### src/rtl/mat2_sm_mul_if.sv
`default_nettype none
// ============================================================================
// Module   : mat2_sm_mul_if
// Brief    : Request/result bundle for the 2x2 sign-magnitude matrix multiplier.
// Revision : 1.0 - initial release
// ============================================================================
interface mat2_sm_mul_if #(
  parameter int WIDTH = 16
);
  logic             start;
  logic             ready;
  logic             done;
  logic [WIDTH-1:0] aIn, bIn, cIn, dIn;
  logic             aIn_sign, bIn_sign, cIn_sign, dIn_sign;
  logic [WIDTH-1:0] eIn, fIn, gIn, hIn;
  logic             eIn_sign, fIn_sign, gIn_sign, hIn_sign;
  logic [WIDTH-1:0] aOut, bOut, cOut, dOut;
  logic             aOut_sign, bOut_sign, cOut_sign, dOut_sign;
  logic             ovf;

  modport master (
    output start,
    output aIn, bIn, cIn, dIn, aIn_sign, bIn_sign, cIn_sign, dIn_sign,
    output eIn, fIn, gIn, hIn, eIn_sign, fIn_sign, gIn_sign, hIn_sign,
    input  ready, done,
    input  aOut, bOut, cOut, dOut, aOut_sign, bOut_sign, cOut_sign, dOut_sign,
    input  ovf
  );

  modport slave (
    input  start,
    input  aIn, bIn, cIn, dIn, aIn_sign, bIn_sign, cIn_sign, dIn_sign,
    input  eIn, fIn, gIn, hIn, eIn_sign, fIn_sign, gIn_sign, hIn_sign,
    output ready, done,
    output aOut, bOut, cOut, dOut, aOut_sign, bOut_sign, cOut_sign, dOut_sign,
    output ovf
  );
endinterface
`default_nettype wire

### src/rtl/mat2_sm_mul.sv
`default_nettype none
// ============================================================================
// Module   : mat2_sm_mul
// Brief    : 2x2 sign-magnitude fixed-point matrix multiply, one shared
//            multiplier, eight products sequenced over eight cycles.
// Revision : 1.0 - initial release
// ============================================================================
module mat2_sm_mul #(
  parameter int WIDTH = 16,
  parameter int FRAC  = 8
) (
  input  logic          clk,
  input  logic          rst_n,
  mat2_sm_mul_if.slave  bus
);

  localparam int                   c_acc_w = 2*WIDTH + 2;
  localparam logic [c_acc_w:0]     c_half  = (c_acc_w+1)'(1) << (FRAC-1);

  typedef enum logic [1:0] {
    IDLE   = 2'd0,
    ACCUM  = 2'd1,
    FINISH = 2'd2
  } state_t;

  state_t                     r_state;
  state_t                     w_state_nxt;
  logic [2:0]                 r_k;
  logic [WIDTH-1:0]           r_xm [4];
  logic [3:0]                 r_xs;
  logic [WIDTH-1:0]           r_ym [4];
  logic [3:0]                 r_ys;
  logic signed [c_acc_w-1:0]  r_acc [4];
  logic [WIDTH-1:0]           r_out [4];
  logic [3:0]                 r_out_s;
  logic                       r_ovf;
  logic                       r_done;

  logic [WIDTH-1:0]           w_in_xm [4];
  logic [3:0]                 w_in_xs;
  logic [WIDTH-1:0]           w_in_ym [4];
  logic [3:0]                 w_in_ys;

  assign w_in_xm[0] = bus.aIn;
  assign w_in_xm[1] = bus.bIn;
  assign w_in_xm[2] = bus.cIn;
  assign w_in_xm[3] = bus.dIn;
  assign w_in_xs    = {bus.dIn_sign, bus.cIn_sign, bus.bIn_sign, bus.aIn_sign};
  assign w_in_ym[0] = bus.eIn;
  assign w_in_ym[1] = bus.fIn;
  assign w_in_ym[2] = bus.gIn;
  assign w_in_ym[3] = bus.hIn;
  assign w_in_ys    = {bus.hIn_sign, bus.gIn_sign, bus.fIn_sign, bus.eIn_sign};

  // Step k walks a*e, b*g, a*f, b*h, c*e, d*g, c*f, d*h; element index is k[2:1].
  logic [1:0]                 w_xi;
  logic [1:0]                 w_yi;
  logic [1:0]                 w_ei;
  logic [2*WIDTH-1:0]         w_prod;
  logic                       w_neg;
  logic signed [c_acc_w-1:0]  w_prod_ext;
  logic signed [c_acc_w-1:0]  w_term;

  assign w_xi       = {r_k[2], r_k[0]};
  assign w_yi       = {r_k[0], r_k[1]};
  assign w_ei       = r_k[2:1];
  assign w_prod     = r_xm[w_xi] * r_ym[w_yi];
  assign w_neg      = r_xs[w_xi] ^ r_ys[w_yi];
  assign w_prod_ext = $signed({2'b00, w_prod});
  assign w_term     = w_neg ? -w_prod_ext : w_prod_ext;

  logic [WIDTH-1:0]           w_res   [4];
  logic [3:0]                 w_res_s;
  logic [3:0]                 w_sat;

  generate
    for (genvar gi = 0; gi < 4; gi++) begin : g_elem
      logic [c_acc_w-1:0] w_mag;
      logic [c_acc_w:0]   w_sum;
      logic [c_acc_w:0]   w_rnd;

      assign w_mag       = r_acc[gi][c_acc_w-1] ? c_acc_w'(-r_acc[gi]) : c_acc_w'(r_acc[gi]);
      assign w_sum       = {1'b0, w_mag} + c_half;
      assign w_rnd       = w_sum >> FRAC;
      assign w_sat[gi]   = |w_rnd[c_acc_w:WIDTH];
      assign w_res[gi]   = w_sat[gi] ? {WIDTH{1'b1}} : w_rnd[WIDTH-1:0];
      // A magnitude that rounds to zero never carries a sign.
      assign w_res_s[gi] = r_acc[gi][c_acc_w-1] & (|w_res[gi]);
    end
  endgenerate

  always_comb begin
    w_state_nxt = r_state;
    case (r_state)
      IDLE:    if (bus.start) w_state_nxt = ACCUM;
      ACCUM:   if (r_k == 3'd7) w_state_nxt = FINISH;
      FINISH:  w_state_nxt = IDLE;
      default: w_state_nxt = IDLE;
    endcase
  end

  always_ff @(posedge clk or negedge rst_n) begin
    if (!rst_n) begin
      r_state <= IDLE;
      r_k     <= 3'd0;
      r_xs    <= 4'd0;
      r_ys    <= 4'd0;
      r_out_s <= 4'd0;
      r_ovf   <= 1'b0;
      r_done  <= 1'b0;
      for (int i = 0; i < 4; i++) begin
        r_xm[i]  <= '0;
        r_ym[i]  <= '0;
        r_acc[i] <= '0;
        r_out[i] <= '0;
      end
    end else begin
      r_state <= w_state_nxt;
      r_done  <= 1'b0;
      case (r_state)
        IDLE: begin
          if (bus.start) begin
            r_k  <= 3'd0;
            r_xs <= w_in_xs;
            r_ys <= w_in_ys;
            for (int i = 0; i < 4; i++) begin
              r_xm[i]  <= w_in_xm[i];
              r_ym[i]  <= w_in_ym[i];
              r_acc[i] <= '0;
            end
          end
        end
        ACCUM: begin
          r_acc[w_ei] <= r_acc[w_ei] + w_term;
          r_k         <= r_k + 3'd1;
        end
        FINISH: begin
          r_out_s <= w_res_s;
          r_ovf   <= |w_sat;
          r_done  <= 1'b1;
          for (int i = 0; i < 4; i++) r_out[i] <= w_res[i];
        end
        default: ;
      endcase
    end
  end

  assign bus.ready     = (r_state == IDLE);
  assign bus.done      = r_done;
  assign bus.ovf       = r_ovf;
  assign bus.aOut      = r_out[0];
  assign bus.bOut      = r_out[1];
  assign bus.cOut      = r_out[2];
  assign bus.dOut      = r_out[3];
  assign bus.aOut_sign = r_out_s[0];
  assign bus.bOut_sign = r_out_s[1];
  assign bus.cOut_sign = r_out_s[2];
  assign bus.dOut_sign = r_out_s[3];

endmodule
`default_nettype wire

### src/flat_wrapper.sv
// flat-port wrapper written by rule: the top's interface ports become plain ports
module mat2_sm_mul_flat 
#(
  parameter int WIDTH = 16,
  parameter int FRAC  = 8
)
  (clk, rst_n, bus_start, bus_aIn, bus_bIn, bus_cIn, bus_dIn, bus_aIn_sign, bus_bIn_sign, bus_cIn_sign, bus_dIn_sign, bus_eIn, bus_fIn, bus_gIn, bus_hIn, bus_eIn_sign, bus_fIn_sign, bus_gIn_sign, bus_hIn_sign, bus_ready, bus_done, bus_aOut, bus_bOut, bus_cOut, bus_dOut, bus_aOut_sign, bus_bOut_sign, bus_cOut_sign, bus_dOut_sign, bus_ovf);
  mat2_sm_mul_if #(.WIDTH(WIDTH)) bus_i ();
  input  logic clk;
  input  logic rst_n;
  input wire logic [$bits(bus_i.start)-1:0] bus_start;
  input wire logic [$bits(bus_i.aIn)-1:0] bus_aIn;
  input wire logic [$bits(bus_i.bIn)-1:0] bus_bIn;
  input wire logic [$bits(bus_i.cIn)-1:0] bus_cIn;
  input wire logic [$bits(bus_i.dIn)-1:0] bus_dIn;
  input wire logic [$bits(bus_i.aIn_sign)-1:0] bus_aIn_sign;
  input wire logic [$bits(bus_i.bIn_sign)-1:0] bus_bIn_sign;
  input wire logic [$bits(bus_i.cIn_sign)-1:0] bus_cIn_sign;
  input wire logic [$bits(bus_i.dIn_sign)-1:0] bus_dIn_sign;
  input wire logic [$bits(bus_i.eIn)-1:0] bus_eIn;
  input wire logic [$bits(bus_i.fIn)-1:0] bus_fIn;
  input wire logic [$bits(bus_i.gIn)-1:0] bus_gIn;
  input wire logic [$bits(bus_i.hIn)-1:0] bus_hIn;
  input wire logic [$bits(bus_i.eIn_sign)-1:0] bus_eIn_sign;
  input wire logic [$bits(bus_i.fIn_sign)-1:0] bus_fIn_sign;
  input wire logic [$bits(bus_i.gIn_sign)-1:0] bus_gIn_sign;
  input wire logic [$bits(bus_i.hIn_sign)-1:0] bus_hIn_sign;
  output wire logic [$bits(bus_i.ready)-1:0] bus_ready;
  output wire logic [$bits(bus_i.done)-1:0] bus_done;
  output wire logic [$bits(bus_i.aOut)-1:0] bus_aOut;
  output wire logic [$bits(bus_i.bOut)-1:0] bus_bOut;
  output wire logic [$bits(bus_i.cOut)-1:0] bus_cOut;
  output wire logic [$bits(bus_i.dOut)-1:0] bus_dOut;
  output wire logic [$bits(bus_i.aOut_sign)-1:0] bus_aOut_sign;
  output wire logic [$bits(bus_i.bOut_sign)-1:0] bus_bOut_sign;
  output wire logic [$bits(bus_i.cOut_sign)-1:0] bus_cOut_sign;
  output wire logic [$bits(bus_i.dOut_sign)-1:0] bus_dOut_sign;
  output wire logic [$bits(bus_i.ovf)-1:0] bus_ovf;
  assign bus_i.start = bus_start;
  assign bus_i.aIn = bus_aIn;
  assign bus_i.bIn = bus_bIn;
  assign bus_i.cIn = bus_cIn;
  assign bus_i.dIn = bus_dIn;
  assign bus_i.aIn_sign = bus_aIn_sign;
  assign bus_i.bIn_sign = bus_bIn_sign;
  assign bus_i.cIn_sign = bus_cIn_sign;
  assign bus_i.dIn_sign = bus_dIn_sign;
  assign bus_i.eIn = bus_eIn;
  assign bus_i.fIn = bus_fIn;
  assign bus_i.gIn = bus_gIn;
  assign bus_i.hIn = bus_hIn;
  assign bus_i.eIn_sign = bus_eIn_sign;
  assign bus_i.fIn_sign = bus_fIn_sign;
  assign bus_i.gIn_sign = bus_gIn_sign;
  assign bus_i.hIn_sign = bus_hIn_sign;
  assign bus_ready = bus_i.ready;
  assign bus_done = bus_i.done;
  assign bus_aOut = bus_i.aOut;
  assign bus_bOut = bus_i.bOut;
  assign bus_cOut = bus_i.cOut;
  assign bus_dOut = bus_i.dOut;
  assign bus_aOut_sign = bus_i.aOut_sign;
  assign bus_bOut_sign = bus_i.bOut_sign;
  assign bus_cOut_sign = bus_i.cOut_sign;
  assign bus_dOut_sign = bus_i.dOut_sign;
  assign bus_ovf = bus_i.ovf;
  mat2_sm_mul #(.WIDTH(WIDTH), .FRAC(FRAC)) u_core (.clk(clk), .rst_n(rst_n), .bus(bus_i));
endmodule
### config.mk
export PLATFORM = sky130hd
export DESIGN_NAME = mat2_sm_mul_flat
export DESIGN_NICKNAME = d
export VERILOG_FILES = /design/src/rtl/mat2_sm_mul_if.sv /design/src/rtl/mat2_sm_mul.sv /design/src/flat_wrapper.sv
export SDC_FILE = /design/constraint.sdc
export NUM_CORES = 1
export LEC_CHECK = 0
export CORE_MARGIN = 2
export CORE_UTILIZATION = 50
export CTS_BUF_LIST = sky130_fd_sc_hd__clkbuf_4
export DETAILED_ROUTE_END_ITERATION = 10
export PLACE_DENSITY = 0.81
export RECOVER_POWER = 100
export SYNTH_ARGS = -nofsm -noshare
export SYNTH_HDL_FRONTEND = slang
export SYNTH_SLANG_ARGS = --single-unit
### constraint.sdc
create_clock -name clk -period 12.7 [get_ports clk]
set_clock_uncertainty 0.05 [all_clocks]
set_input_delay 2.54 -clock clk [delete_from_list [all_inputs] [get_ports clk]]
set_output_delay 2.54 -clock clk [all_outputs]
set_load 0.005 [all_outputs]
==> out/metrics.yaml <==
sta:
  fin_crit_sh_pct: 89.21
  whs_ns: 0.4166
  setup_violations: 0
  period_minus_slack_ns: 11.33
  tightest_slew_ns: 4.337
  hold_viol_final: 0
  slew_headroom_pct: -189.1
  fin_setup_tns_ns: 0
  clock.fmax_mhz: 88.27
  slew_violations: 464
  rsz0062_at_grt: "false"
route:
  top_layer: "met4"
  wirelength_um: 91130
  wl_met3_um: 8861
  dr.pass1.iters: 5
  dr_wl_met2_um: 42120
  wl_met1_um: 36180
  wl_per_cell_um: 20.30
  drt_iter0_drc: 2439
  drc: 0
  vias_per_cell: 6.083
  vias: 27310
  ant_nets: 0
setup_path:
  critPathMaxStageDelay_ns: 1.09
  crit_path_start_kind: "register"
  slowest_stage: "dfrtp_1"
  r2r.worst_path.cells: 32
  crit_top_cell: "fa_1"
  r2r_start: "u_core.r_k[0]"
  cp-endpoint: "u_core.r_acc[67]"
  crit_start: "u_core.r_k[0]"
  cp_max_fo: 25
  arrival_ns: 12.00
  crit_type: "reg2reg"
  cp-end-kind: "register"
  r2r_end: "u_core.r_acc[67]"
  required_ns: 13.37
  rrSetupSlack_ns: 1.37
min_path:
  hold_path_class: "reg2reg"
yosys:
  synthFlopType: "dfrtp_1"
  post-synth-top-area-cell: "dfrtp_1"
  synth_edf_count: 0
  ys_warn_count: 0
  yosysTopAreaCellShare_pct: 27.62
  netlist_instances: 3470
  ys_seq_area_share_pct: 27.62
  ys_top_cells_by_area: "dfrtp_1 (28%), fa_1 (12%), ha_1 (5.7%)"
  synth_area_per_cell_um2: 9.059
  ys_ff_latch: 347
  syn_nets: 3948
  ys_types: 94
  syn-cell-area_mm2: 0.03144
  async_reset_ff_share_pct: 100.0
job:
  max_cap_viol_count: 7
status:
  violations: "max-capacitance violations, max-slew violations"
  status: "complete, but fails checks"
clocking:
  cts-resized-gates: 0
  cts_tree: "yes"
  h-tree-depth: 3
  ctsHoldBuffers: 0
  cts_sinks: 347
  clock_path_buffers: 3
  worstSkewPairLatency_ns: 0.87
  cts_setup_buffers: 0
  cts-buffers-inserted: 92
  clk_root_buffer_cell: "clkbuf_4"
  cts.clk_slew.worst_paths_ns: 0.06
global_route:
  grt_pass1_wl_um: 144800
  grt_overflow: 0
  antenna_found_initial: 1
  grt_pass1_vias: 26550
  globalRouteTotalUtil_pct: 28.32
  grt_max_degree: 149
cells_and_area:
  final_nets: 4068
  area_growth_pct: 11.64
  drive_gt1_share_pct: 11.56
die:
  die-width_um: 254.7
  die_area_mm2: 0.06489
  row_count: 91
  start_util_pct: 50.75
  fp.coreArea_mm2: 0.06194
  die_h_um: 254.7
  num_io_pins: 210
placement:
  finalWeightedCongestion: 0.9815
  hpwl_um: 69670
  port_buffers: 209
==> Yosys cell counts (19+ instances only) <==
cell	count
a21oi_1	109
mux2i_1	29
nand4_1	30
nor4_1	35
nand3_1	190
nor3_1	70
or4_1	19
nor2_1	270
a21o_1	35
fa_1	195
nand2_1	311
o21a_1	20
mux4_2	56
and2_1	39
or3_1	22
xor2_1	87
clkbuf_1	185
ha_1	144
a31oi_1	39
o31ai_1	22
nand2b_1	26
o21ai_0	261
xnor2_1	120
buf_1	22
dfrtp_1	347
inv_1	297
mux2_2	156
==> critical path: cells and delay by family, from the launching register on <==
| family | cells | cell delay (ns) |
|---|---|---|
| multiplexers | 1 | 0.38 |
| AND/OR/NAND/NOR | 7 | 1.63 |
| buffers and inverters | 3 | 0.50 |
| AO/OA/AOI/OAI | 10 | 2.95 |
| flip-flops | 1 | 1.09 |
| adder cells (fa/ha/maj) | 8 | 3.98 |
| XOR/XNOR | 3 | 0.61 |
==> cell usage in the layout (no fill, tap or decap), types with 22 or more instances in the layout <==
cell	synthesis	final
nor4_1	35	36
a21oi_1	109	109
nor3_1	70	77
o21ai_0	261	262
xor2_1	87	87
dlygate4sd3_1	0	72
mux2i_1	29	29
nand2b_1	26	25
clkdlybuf4s50_1	0	136
and2_1	39	35
nand2_1	311	309
clkbuf_4	0	131
a31oi_1	39	39
dfrtp_1	347	346
nand4_1	30	31
nor2_1	270	270
fa_1	195	195
inv_1	297	296
xnor2_1	120	119
mux4_2	56	56
o31ai_1	22	22
ha_1	144	144
nand3_1	190	189
mux2_2	156	155
a21o_1	35	35
==> worst min-delay path by stage <==
stage / end / depth (start not counted) / start
2_1_floorplan: u_core.bus.aOut[14] / 2 / u_core.bus.aOut[14]
3_5_place_dp: u_core.bus.aOut[5] / 2 / u_core.bus.aOut[5]
6_report: u_core.bus.aOut[5] / 2 / u_core.bus.aOut[5]
5_1_grt: u_core.bus.aOut[1] / 2 / u_core.bus.aOut[1]
4_1_cts: u_core.bus.aOut[5] / 2 / u_core.bus.aOut[5]
3_3_place_gp: u_core.bus.aOut[5] / 2 / u_core.bus.aOut[5]
==> logic make-up (layout without fill, tap and decap cells) <==
family / after synthesis / after routing / synth area share, %
AOI/OAI and AO/OA: 686 / 686 / 13.75
xor gates and xnor gates: 208 / 208 / 5.819
adders and majority gates: 339 / 339 / 18.15
buffers and inverters: 510 / 692 / 6.205
DFF: 347 / 347 / 27.62
muxes: 241 / 241 / 10.52
other: 0 / 1 / 0
and+or+nand+nor: 1139 / 1139 / 17.93
==> metrics by stage <==
step / cell area, µm² / std cells / setup WS, ns / utilization (%)
global route: 35090 / 4490 / 0.6150 / 56.66
finish: 35090 / 4490 / 1.370 / 56.66
CTS: 35200 / 4488 / 1.834 / 56.82
floorplan: 31440 / 3470 / 2.446 / -
detailed placement: 34010 / 4332 / 1.852 / 54.91
global placement: 34010 / 4332 / 2.020 / 54.91
==> per-layer routing <==
metal / up-vias / GRT usage (%)
met5: - / 0
met4: 0 / 12.21
met3: 250 / 6.614
met2: 1418 / 45.16
met1: 13210 / 36.97
li1: 12430 / -
==> cell type report <==
cell class                 count  area, µm²
antenna                        1      2.502
clock buffer                 131      983.4
clock inverter                25      202.7
fill                        5405      26840
inverter                     297       1115
multi-input combinational   2613      20760
sequential                   347       8687
tap                          837       1047
timing repair buffer         239       2295
==> registers in the layout, indices dropped and copies added, names as in the netlist <==
signal and flops:
u_core.r_acc 136, u_core.r_xm 64, u_core.r_ym 64, u_core.bus.aOut 16
u_core.bus.bOut 16, u_core.bus.cOut 16, u_core.bus.dOut 16, u_core.r_out_s 4
u_core.r_xs 4, u_core.r_ys 4, u_core.r_k 3, u_core.r_state 2
u_core.bus.done 1, u_core.bus.ovf 1
Power is not shown: default switching activity piles up to over one toggle a cycle in this logic, so the estimate is an artifact.
